## config.mk

```make
export PLATFORM = sky130hd
export DESIGN_NAME = loop_sequencer
export DESIGN_NICKNAME = d
export VERILOG_FILES = /design/src/rtl/loop_seq_pkg.sv /design/src/rtl/loop_sequencer_step_counter.sv /design/src/rtl/loop_sequencer.sv
export SDC_FILE = /design/constraint.sdc
export NUM_CORES = 1
export LEC_CHECK = 0
export ABC_CLOCK_PERIOD_IN_PS = 4300
export CAP_MARGIN = 20
export CORE_ASPECT_RATIO = 0.9
export CORE_MARGIN = 1.5
export CORE_UTILIZATION = 50
export DETAILED_ROUTE_END_ITERATION = 10
export DONT_BUFFER_PORTS = 1
export GPL_ROUTABILITY_DRIVEN = 0
export SLEW_MARGIN = 15
export SYNTH_ARGS = -nofsm -noshare
export SYNTH_HDL_FRONTEND = slang
export SYNTH_SLANG_ARGS = --single-unit
```

## constraint.sdc

```tcl
create_clock -name clk -period 4.3 [get_ports clk]
set_input_delay 0.86 -clock clk [delete_from_list [all_inputs] [get_ports clk]]
set_output_delay 0.86 -clock clk [all_outputs]
set_load 0.02 [all_outputs]
```

## src/rtl/loop_seq_pkg.sv

```systemverilog
// loop_seq_pkg: shared state encoding and default index width for loop_sequencer.
package loop_seq_pkg;
   typedef enum logic [1:0] {IDLE, LOAD, RUN, DONE} state_t;
   localparam int LOOP_SEQ_N = 6;
endpackage

```

## src/rtl/loop_sequencer_step_counter.sv

```systemverilog
// step_counter: loadable up-counter; load beats enable, carry when enabled at all-ones.
module step_counter #(
   parameter int N = 6
) (
   input  logic         clk,
   input  logic         rst,
   input  logic         en,
   input  logic         ld,
   input  logic [N-1:0] init,
   output logic [N-1:0] count,
   output logic         co
);
   assign co = en & (&count);
   always_ff @(posedge clk or posedge rst)
      if (rst) count <= '0;
      else if (ld) count <= init;
      else if (en) count <= count + 1'b1;
endmodule

```

## src/rtl/loop_sequencer.sv

```systemverilog
// loop_sequencer: two-level (outer, inner) index sweep issued as valid/ready steps.
// Optional abort input/aborted output when LOOP_SEQ_ABORT_EN is defined.
module loop_sequencer
   import loop_seq_pkg::*;
#(
   parameter int N = LOOP_SEQ_N
) (
   input  logic         clk,
   input  logic         rst,
   input  logic         start,
   input  logic [N-1:0] inner_init,
   input  logic [N-1:0] outer_init,
   input  logic         step_ready,
   output logic         step_valid,
   output logic [N-1:0] inner_idx,
   output logic [N-1:0] outer_idx,
   output logic         row_first,
   output logic         busy,
`ifdef LOOP_SEQ_ABORT_EN
   input  logic         abort,
   output logic         aborted,
`endif
   output logic         done
);
   state_t       state_q, state_d;
   logic [N-1:0] inner_base_q, inner_ld_val, outer_ld_val;
   logic         row_first_q, row_first_d;
   logic         is_load, is_run, hs, abort_w;
   logic         inner_co, outer_co;
   assign is_load = state_q == LOAD;
   assign is_run  = state_q == RUN;
`ifdef LOOP_SEQ_ABORT_EN
   logic aborted_q;
   assign abort_w = abort & (is_load | is_run);
   assign aborted = aborted_q;
   always_ff @(posedge clk or posedge rst)
      if (rst) aborted_q <= 1'b0;
      else aborted_q <= abort_w;
`else
   assign abort_w = 1'b0;
`endif
   assign hs = is_run & step_ready & ~abort_w;
   // Outer carry marks the final step: both counters reload themselves so they hold.
   assign inner_ld_val = is_load ? inner_init : outer_co ? inner_idx : inner_base_q;
   assign outer_ld_val = is_load ? outer_init : outer_idx;
   step_counter #(.N(N)) u_inner (
      .clk(clk), .rst(rst), .en(hs), .ld(is_load | inner_co),
      .init(inner_ld_val), .count(inner_idx), .co(inner_co)
   );
   step_counter #(.N(N)) u_outer (
      .clk(clk), .rst(rst), .en(inner_co), .ld(is_load | outer_co),
      .init(outer_ld_val), .count(outer_idx), .co(outer_co)
   );
   always_comb begin
      state_d     = abort_w ? DONE
                  : state_q == IDLE ? (start ? LOAD : IDLE)
                  : is_load ? RUN
                  : is_run ? (outer_co ? DONE : RUN)
                  : IDLE;
      row_first_d = (is_load & ~abort_w) | (inner_co & ~outer_co) | (row_first_q & ~hs & ~abort_w);
   end
   always_ff @(posedge clk or posedge rst)
      if (rst) begin
         state_q      <= IDLE;
         row_first_q  <= 1'b0;
         inner_base_q <= '0;
      end else begin
         state_q     <= state_d;
         row_first_q <= row_first_d;
         if (is_load) inner_base_q <= inner_init;
      end
   assign step_valid = is_run;
   assign busy       = is_load | is_run;
   assign done       = state_q == DONE;
   assign row_first  = row_first_q;
endmodule

```

# --- After elaboration in Yosys (flattened, before gate mapping) ---
# Index checks and enable logic that the tools add are counted.
word_totals:
  inputBits: 16
  ff_bits: 21
  output_inout_bits: 16
classes:
  n_eq_ne: 5
  n_mux: 12
  bitwise: 12
  add_sub_neg: 2
  n_reduce_logical: 7
ops:
  columns: ["operator", "n"]
  rows:
  - ["$mux 6", 7]
  - ["$add 6x1->6 const B", 2]
  - ["$reduce_and 6->1", 2]
  - ["$mux 2", 3]
  - ["$and 1x1->1", 5]
  - ["$or 1x1->1", 5]
  - ["$eq 2x2->1 const B", 2]
  - ["$reduce_and 2->1", 2]
  - ["$reduce_bool 2->1", 2]
  - ["$ne 3x3->1 const B", 1]
  - ["$eq 2x1->1 const B", 1]
  - ["$logic_not 2->1", 1]
  - ["$mux 1", 2]
  - ["$ne 2x2->1 const B", 1]
  - ["$not 1->1", 2]

# --- Depth between registers and ports, before layout ---
# Gate-level depths: netlist (run 1).
depth:
  ltp_word: 8
  depth_mapped: 8
  ltp_nobuf: 7

# --- Cells and area by module ---
# Synthesis (run 1) repeated with hierarchy kept, for this count alone.
hier_totals:
  cells_unflattened: 130
  area_unflattened_um2: 1263.7
by_module_without_submodules:
  columns: ["mod", "n_inst", "cells_each", "area_per_inst_um2"]
  rows:
  - ["step_counter", 2, 35, 317.8]
  - ["loop_sequencer", 1, 60, 628.1]

# --- Worst setup path before layout (run 1) ---
# No wires, ideal clock.
synth_timing:
  kind: "reg-to-reg"
  start: "register state_q[0]"
  end: "register u_outer.count[5]"
  required_time_ns: 4.175
  path_slack_ns: 2.197
  stages_incl_launch_ff: 8
  path_buffers: 0
  setup_time_ns: 0.125
  arrival_time_ns: 1.978
  synth_period_minus_slack_ns: 2.103
  cell_sequence: "dfrtp_1 -> inv_1 -> ha_1 -> nand4_2 -> a311oi_4 -> nand3_1 -> xnor2_1 -> mux2_2"
synth_between:
  elab_chain_len: 7
  word_cells_on_any_way: 10
  cone_classes: "eq/ne (3); mux (1); bitwise (4); reduce/logical (2)"
synth_rtl:
  columns: ["element", "line_no", "rtl"]
  rows:
  - ["start, declared", "loop_sequencer.sv:25", "state_t state_q, state_d;"]
  - ["start signal, assigned", "loop_sequencer.sv:68", "state_q <= state_d;"]
  - ["$eq 2x2->1 (*)", "loop_sequencer.sv:31", "assign is_run = state_q == RUN;"]
  - ["named net step_valid", "loop_sequencer.sv:14", "output logic step_valid,"]
  - ["$and 1x1->1 (*)", "loop_sequencer.sv:42", "assign hs = is_run & step_ready & ~abort_w;"]
  - ["$and 1x1->1 (*)", "loop_sequencer_step_counter.sv:13", "assign co = en & (&count);"]
  - ["$and 1x1->1", "loop_sequencer_step_counter.sv:13", null]
  - ["$or 1x1->1", "loop_sequencer.sv:51", ".clk(clk), .rst(rst), .en(inner_co), .ld(is_load | outer_co),"]
  - ["$ne 2x2->1 (no source line) / $reduce_bool 2->1 (equally long branches)", null, null]
  - ["$reduce_and 2->1 (no source line)", null, null]
  - ["end signal, assigned", "loop_sequencer_step_counter.sv:16", "else if (ld) count <= init;"]
  - ["end signal, assigned", "loop_sequencer_step_counter.sv:17", "else if (en) count <= count + 1'b1;"]
  - ["end, declared", "loop_sequencer_step_counter.sv:10", "output logic [N-1:0] count,"]
# The timed path passes the listed nets; every way through them passes the cells marked *.
# A chain may end at the register's enable or synchronous reset.

# --- Worst setup path after layout (run 1) ---
# Ends and elaborated chain as after synthesis.

==> results.txt, run 1 <==
Net count of the finished layout -> 145
Power density relative to cell area -> 719.1 mW/mm2
RSZ-0062 raised after global routing -> false
Worst-case vdd ir drop -> 0.3972 mV
Fraction of layout cells with a size suffix above 1 -> 0.1148
Num rows -> 16
Global-route wire length before repair -> 4.008 mm
Worst clock skew -> 0.01229 ns
Sum of overflow across all layers after global routing -> 0
Remaining max-slew budget at the tightest pin -> 0.4770
Number of DRC violations after detailed routing -> 0
Number of flops mapped to enable cells by yosys -> 0
Die width -> 54.83 um
Worst-margin pin slew -> 0.7837 ns
Data required, critical path -> 4.51 ns
Via count -> 902
I/O pins -> 32
Routed wire length per instance -> 16.15 um
Total half-perimeter wirelength after legalization and detailed placement -> 1.769 mm
Diodes inserted -> 0
Worst hold slack across all endpoints -> 0.5189 ns
CP max FO -> 9
Maximum frequency from static timing analysis -> 0.4252 GHz
Max Root-Sink Buffers -> 2
Number of buffers created by CTS -> 3
Most frequent standard cell in the layout excluding fill and tap cells -> dfrtp_1
CTS tree -> built
Number of pins exceeding their max-slew limit in the final report -> 0
Highest-count cells in the layout ignoring fill and taps -> 21 x dfrtp_1, 13 x nand2_1, 10 x nor2_1
CTS-repair resized insts -> 0
Synthesized cell area -> 0.001209 mm2
Max-Cap Viols -> 0
Final Hold Viols -> 0
Final clock period utilization by the worst path -> 0.5469
Post-synthesis instance total -> 122
Status -> finished clean
Number of hold buffers added after CTS -> 0
Final setup violating endpoints -> 0
Cell leakage power -> 0.5328 nW
Summed negative setup slack over all endpoints -> 0 ns
Detailed-route wire length -> 2.407 mm
First-pass DRT Iterations -> 4
Total power -> 0.8997 mW
Initial core utilization -> 0.5439
Number of buffers inserted to repair setup after CTS -> 0
Global-route usage over all layers -> 0.2022
Starting DRC count in detailed routing -> 31
Port bufs -> 0
Minimum clock period -> 2.352 ns
Die area -> 0.002722 mm2
Setup CP Type -> reg -> reg
Level count of the clock H-tree -> 1
Startpoint Class -> register
Via-per-instance ratio -> 6.054
Clock tree root buffer cell -> clkbuf_4
Post-synth cell types -> 39
Sequential area share after synthesis -> 0.4348
Mapped Nets -> 144
Via count of the first global-routing pass -> 888
Total clock sinks -> 21
Syn. warnings -> 0
Number of antenna violations at the first check in global routing -> 0
Clock-pin transition on the worst setup and hold timing paths -> 0.13 ns
Core region area -> 0.002222 mm2
Height of the chip -> 49.65 um
Number of routed nets with antenna violations -> 0
Average cell area after synthesis -> 9.907 um2
Number of inserted filler cells in the final layout -> 198
Clock latency on the worst-skew pair -> 0.32 ns
Async set-reset flop share out of synthesis -> 1.000
Area added between synthesis and finish -> 3.520%
Nature of the critical path endpoint -> register
Most instantiated flip-flop cell in the synthesis netlist -> dfrtp_1
Largest net degree at the start of global routing -> 25
Class of the worst hold path -> reg -> reg
Worst path arrival time -> 2.56 ns
Number of flip-flops and latches in the synthesized netlist -> 21
[synth_stat cells (2+ instances only)]
cell type  instances  area share
nor2_1            10       0.031
mux2_2             6       0.056
nand2_1           13       0.040
nand2b_1           2       0.010
clkbuf_1           3      0.0093
ha_1               6       0.062
a21oi_1            6       0.025
dfrtp_1           21        0.43
buf_4              2       0.012
xnor2_1            4       0.029
o21ai_0            5       0.021
and2_1             2       0.010
mux2i_1            2       0.017
nand3_1            5       0.021
a211oi_1           2       0.012
or4_1              2       0.012
or2_1              2       0.010
and3_1             4       0.021
inv_1              5       0.016
[stage by stage]
stage          setup WS, ns    util  cell area, um2  std cells
6_report              1.948  0.5631            1251        149
4_1_cts               1.924  0.5631            1251        149
3_5_place_dp          1.945  0.5507            1224        145
3_3_place_gp          2.020  0.5507            1224        145
2_1_floorplan         2.197       -            1209        122
5_1_grt               1.775  0.5631            1251        149
[worst max-delay path, cell delays in order, from the launching register on]
cell and delay, ns:
dfrtp_1 0.41, inv_1 0.09, ha_1 0.42, nand4_2 0.20
a311oi_4 0.53, nand3_1 0.16, xnor2_1 0.16, mux2_2 0.26
[routing by layer]
layer	GRT usage	wire (um)	vias to the layer above
met1	0.2616	1093	428
li1	-	-	437
met5	0	0	-
met4	0.05000	0	0
met2	0.3135	1123	37
met3	0.07576	191	0
[registers in the layout, indices dropped and copies added, names as in the netlist]
| register | cells |
|---|---|
| u_inner.count | 6 |
| u_outer.count | 6 |
| inner_base_q | 6 |
| row_first | 1 |
| state_q | 2 |
[kinds of logic (layout without fill, tap and decap cells)]
family / count (synthesis) / in the layout / share of synthesized area
simple gates: 46 / 46 / 0.1946
flops: 21 / 21 / 0.4348
fa+ha+maj: 6 / 6 / 0.06211
buf+inv: 10 / 10 / 0.03726
xor+xnor: 4 / 4 / 0.02898
compound gates: 27 / 27 / 0.1698
mux: 8 / 8 / 0.07246
[area by class of cell]
type	instances	area (um2)	share of cell area
Clock buffer	3	22.52	0.01800
Inverter	5	18.77	0.01500
Sequential cell	21	525.5	0.4200
Tap cell	27	33.78	0.02700
Multi-Input combinational cell	91	638.1	0.5100
Timing Repair Buffer	1	7.507	0.006000
Clock inverter	1	5.005	0.004000
[worst paths after layout]
kind / start / cells past startpoint / slack [ns] / endpoint
min: inner_base_q[3]$_DFFE_PP0P_ / 1 / 0.52 / inner_base_q[3]$_DFFE_PP0P_
min in group asynchronous: rst / 1 / 0.56 / inner_base_q[5]$_DFFE_PP0P_
max in group asynchronous: rst / 1 / 3.24 / u_outer.count[3]$_DFFE_PP0P_
max reg2reg: state_q[0]$_DFF_PP0_ / 7 / 1.95 / u_outer.count[5]$_DFFE_PP0P_
min reg2reg: inner_base_q[3]$_DFFE_PP0P_ / 1 / 0.52 / inner_base_q[3]$_DFFE_PP0P_
max: state_q[0]$_DFF_PP0_ / 7 / 1.95 / u_outer.count[5]$_DFFE_PP0P_
[report_power, final]
| group | leakage, nW | total [mW] | switching (mW) | internal, mW |
|---|---|---|---|---|
| clock | 0.0177 | 0.0983 | 0.0635 | 0.0348 |
| combinational | 0.263 | 0.333 | 0.180 | 0.153 |
| sequential | 0.252 | 0.469 | 0.177 | 0.292 |
| total | 0.533 | 0.900 | 0.420 | 0.480 |
Power figures use the tool's default switching activity.
==> inputs of run 2 (changes only) <==
Settings changed: ABC_CLOCK_PERIOD_IN_PS 4300 to 2200.
Clock period 4.3 ns to 2.2 ns, I/O delays scaled along.
==> results.txt, run 2 (synthesis gave the netlist of run 1 again) <==
Summed negative setup slack over all endpoints -> 0 ns (unchanged)
Number of antenna violations at the first check in global routing -> 0 (unchanged)
Max Root-Sink Buffers -> 2 (unchanged)
Power density relative to cell area -> 1419 mW/mm2 (was 719.1 mW/mm2)
Highest-count cells in the layout ignoring fill and taps -> 21 x dfrtp_1, 14 x buf_4, 13 x nand2_1, 10 x nor2_1 (was 21 x dfrtp_1, 13 x nand2_1, 10 x nor2_1)
First-pass DRT Iterations -> 4 (unchanged)
Launch point of the worst reg-to-reg path -> state_q[0]$_DFF_PP0_ (unchanged)
Nature of the critical path endpoint -> register (unchanged)
Reg2Reg Depth -> 7 (unchanged)
Status -> finished clean (unchanged)
Total clock sinks -> 21 (unchanged)
Routed wire length per instance -> 16.14 um (was 16.15 um)
Multi-input logic area -> 638.1 um2 (unchanged)
Via count -> 976 (was 902)
Max-Cap Viols -> 0 (unchanged)
CTS tree -> built (unchanged)
Cell leakage power -> 0.5950 nW (was 0.5328 nW)
Die area -> 0.002722 mm2 (unchanged)
Detailed-route wire length -> 2.615 mm (was 2.407 mm)
Height of the chip -> 49.65 um (unchanged)
Clock tree root buffer cell -> clkbuf_4 (unchanged)
RSZ-0062 raised after global routing -> false (unchanged)
Worst-margin pin slew -> 0.7847 ns (was 0.7837 ns)
Worst hold slack across all endpoints -> 0.1546 ns (was 0.5189 ns)
Global-route usage over all layers -> 0.2205 (was 0.2022)
Worst-case vdd ir drop -> 0.9353 mV (was 0.3972 mV)
Number of inserted filler cells in the final layout -> 200 (was 198)
Total power -> 1.913 mW (was 0.8997 mW)
Initial core utilization -> 0.5439 (unchanged)
Diodes inserted -> 0 (unchanged)
Starting DRC count in detailed routing -> 26 (was 31)
Internal power contribution -> 1.058 mW (was 0.4798 mW)
Worst clock skew -> 0.005757 ns (was 0.01229 ns)
CP Launch Point -> state_q[0]$_DFF_PP0_ (unchanged)
Minimum clock period -> 1.926 ns (was 2.352 ns)
Via-per-instance ratio -> 6.025 (was 6.054)
Post-layout utilization of the core -> 0.6064 (was 0.5631)
Setup CP Type -> reg -> reg (unchanged)
Top flop regs -> inner_base_q: 6 flops, u_inner.count: 6 flops, u_outer.count: 6 flops (unchanged)
Number of buffers created by CTS -> 3 (unchanged)
Final Hold Viols -> 0 (unchanged)
Final clock period utilization by the worst path -> 0.8754 (was 0.5469)
CTS-repair resized insts -> 0 (unchanged)
Number of DRC violations after detailed routing -> 0 (unchanged)
Clock-pin transition on the worst setup and hold timing paths -> 0.12 ns (was 0.13 ns)
Class of the worst hold path -> in -> async (was reg -> reg)
Fraction of layout cells with a size suffix above 1 -> 0.1926 (was 0.1148)
Via count of the first global-routing pass -> 982 (was 888)
Core region area -> 0.002222 mm2 (unchanged)
Startpoint Class -> register (unchanged)
Most frequent standard cell in the layout excluding fill and tap cells -> dfrtp_1 (unchanged)
Part of the power in registers -> 0.387 (was 0.521)
Num rows -> 16 (unchanged)
Number of routed nets with antenna violations -> 0 (unchanged)
Switch share -> 0.4467 (was 0.4667)
Number of hold buffers added after CTS -> 0 (unchanged)
Net count of the finished layout -> 158 (was 145)
I/O pins -> 32 (unchanged)
Combinational share of power -> 0.516 (was 0.370)
Area of all sequential standard cells -> 525.5 um2 (unchanged)
Critical path capture point -> u_inner.count[1]$_DFFE_PP0P_ (was u_outer.count[5]$_DFFE_PP0P_)
Level count of the clock H-tree -> 1 (unchanged)
Port bufs -> 0 (unchanged)
Number of pins exceeding their max-slew limit in the final report -> 0 (unchanged)
Die width -> 54.83 um (unchanged)
Total half-perimeter wirelength after legalization and detailed placement -> 2.048 mm (was 1.769 mm)
Clock latency on the worst-skew pair -> 0.30 ns (was 0.32 ns)
Worst path arrival time -> 2.13 ns (was 2.56 ns)
End of the worst register-to-register path -> u_inner.count[1]$_DFFE_PP0P_ (was u_outer.count[5]$_DFFE_PP0P_)
Global-route wire length before repair -> 4.402 mm (was 4.008 mm)
Portion of total power attributed to the clock network -> 0.098 (was 0.109)
Number of buffers inserted to repair setup after CTS -> 0 (unchanged)
Maximum frequency from static timing analysis -> 0.5192 GHz (was 0.4252 GHz)
Area added between synthesis and finish -> 11.49% (was 3.520%)
Switch Pwr -> 0.8544 mW (was 0.4199 mW)
Data required, critical path -> 2.40 ns (was 4.51 ns)
Final setup violating endpoints -> 0 (unchanged)
Remaining max-slew budget at the tightest pin -> 0.4763 (was 0.4770)
Worst R2R Setup Slack -> 0.27 ns (was 1.95 ns)
Largest net degree at the start of global routing -> 22 (was 25)
Sum of overflow across all layers after global routing -> 0 (unchanged)
CP max FO -> 5 (was 9)
run 2: changes by cell type in the layout (fill, tap and decap cells not counted), sizes merged:
| cell | before | now |
|---|---|---|
| clkbuf | 3 | 4 |
| clkinv | 1 | 0 |
| buf | 1 | 14 |
run 2: layout make-up:
type / instances / area share
multi-input cells: 91 / 0.4735
flip-flops and latches: 21 / 0.3900
repair buffers: 14 / 0.07799
well taps: 27 / 0.02507
clock buffers: 4 / 0.01950
inverters: 5 / 0.01393
run 2: per-layer routing:
metal,track usage,vias up,part of all wire
met5,0,-,0
met3,0.08788,2,0.073
met1,0.2715,474,0.43
li1,-,464,-
met2,0.3611,36,0.49
met4,0.03750,0,0.0061
run 2: how the worst min path moves through the flow:
stage	from	cells past startpoint	endpoint	slack (ns)
floorplan	rst	1	inner_base_q[0]$_DFFE_PP0P_	0.42
detailed placement	inner_base_q[1]$_DFFE_PP0P_	1	inner_base_q[1]$_DFFE_PP0P_	0.50
CTS	rst	1	u_inner.count[0]$_DFFE_PP0P_	0.18
finish	rst	1	u_inner.count[0]$_DFFE_PP0P_	0.15
global route	rst	1	u_inner.count[0]$_DFFE_PP0P_	0.22
global placement	inner_base_q[3]$_DFFE_PP0P_	1	inner_base_q[3]$_DFFE_PP0P_	0.49
run 2: worst max-delay path, stage by stage, from the launching register on:
cell and delay, ns:
dfrtp_1 0.42, inv_1 0.09, ha_1 0.19, nand4_2 0.16, nor2_1 0.32, a21oi_1 0.15
or2_1 0.25, o221a_2 0.25
run 2: power groups by stage:
stage | clock network [mW] | logic [mW] | registers [mW]
floorplan | 0 | 0.566 | 0.872
global placement | 0 | 0.975 | 0.741
detailed placement | 0 | 0.992 | 0.752
CTS | 0.190 | 0.996 | 0.743
global route | 0.212 | 1.09 | 0.772
finish | 0.187 | 0.986 | 0.740
run 2: metrics by stage:
stage | instance area (um2) | std cells | setup WS (ns)
6_report | 1348 | 162 | 0.2741
5_1_grt | 1348 | 162 | 0.1582
4_1_cts | 1348 | 162 | 0.2800
3_5_place_dp | 1321 | 158 | 0.3009
3_3_place_gp | 1321 | 158 | 0.3470
2_1_floorplan | 1209 | 122 | 0.09737
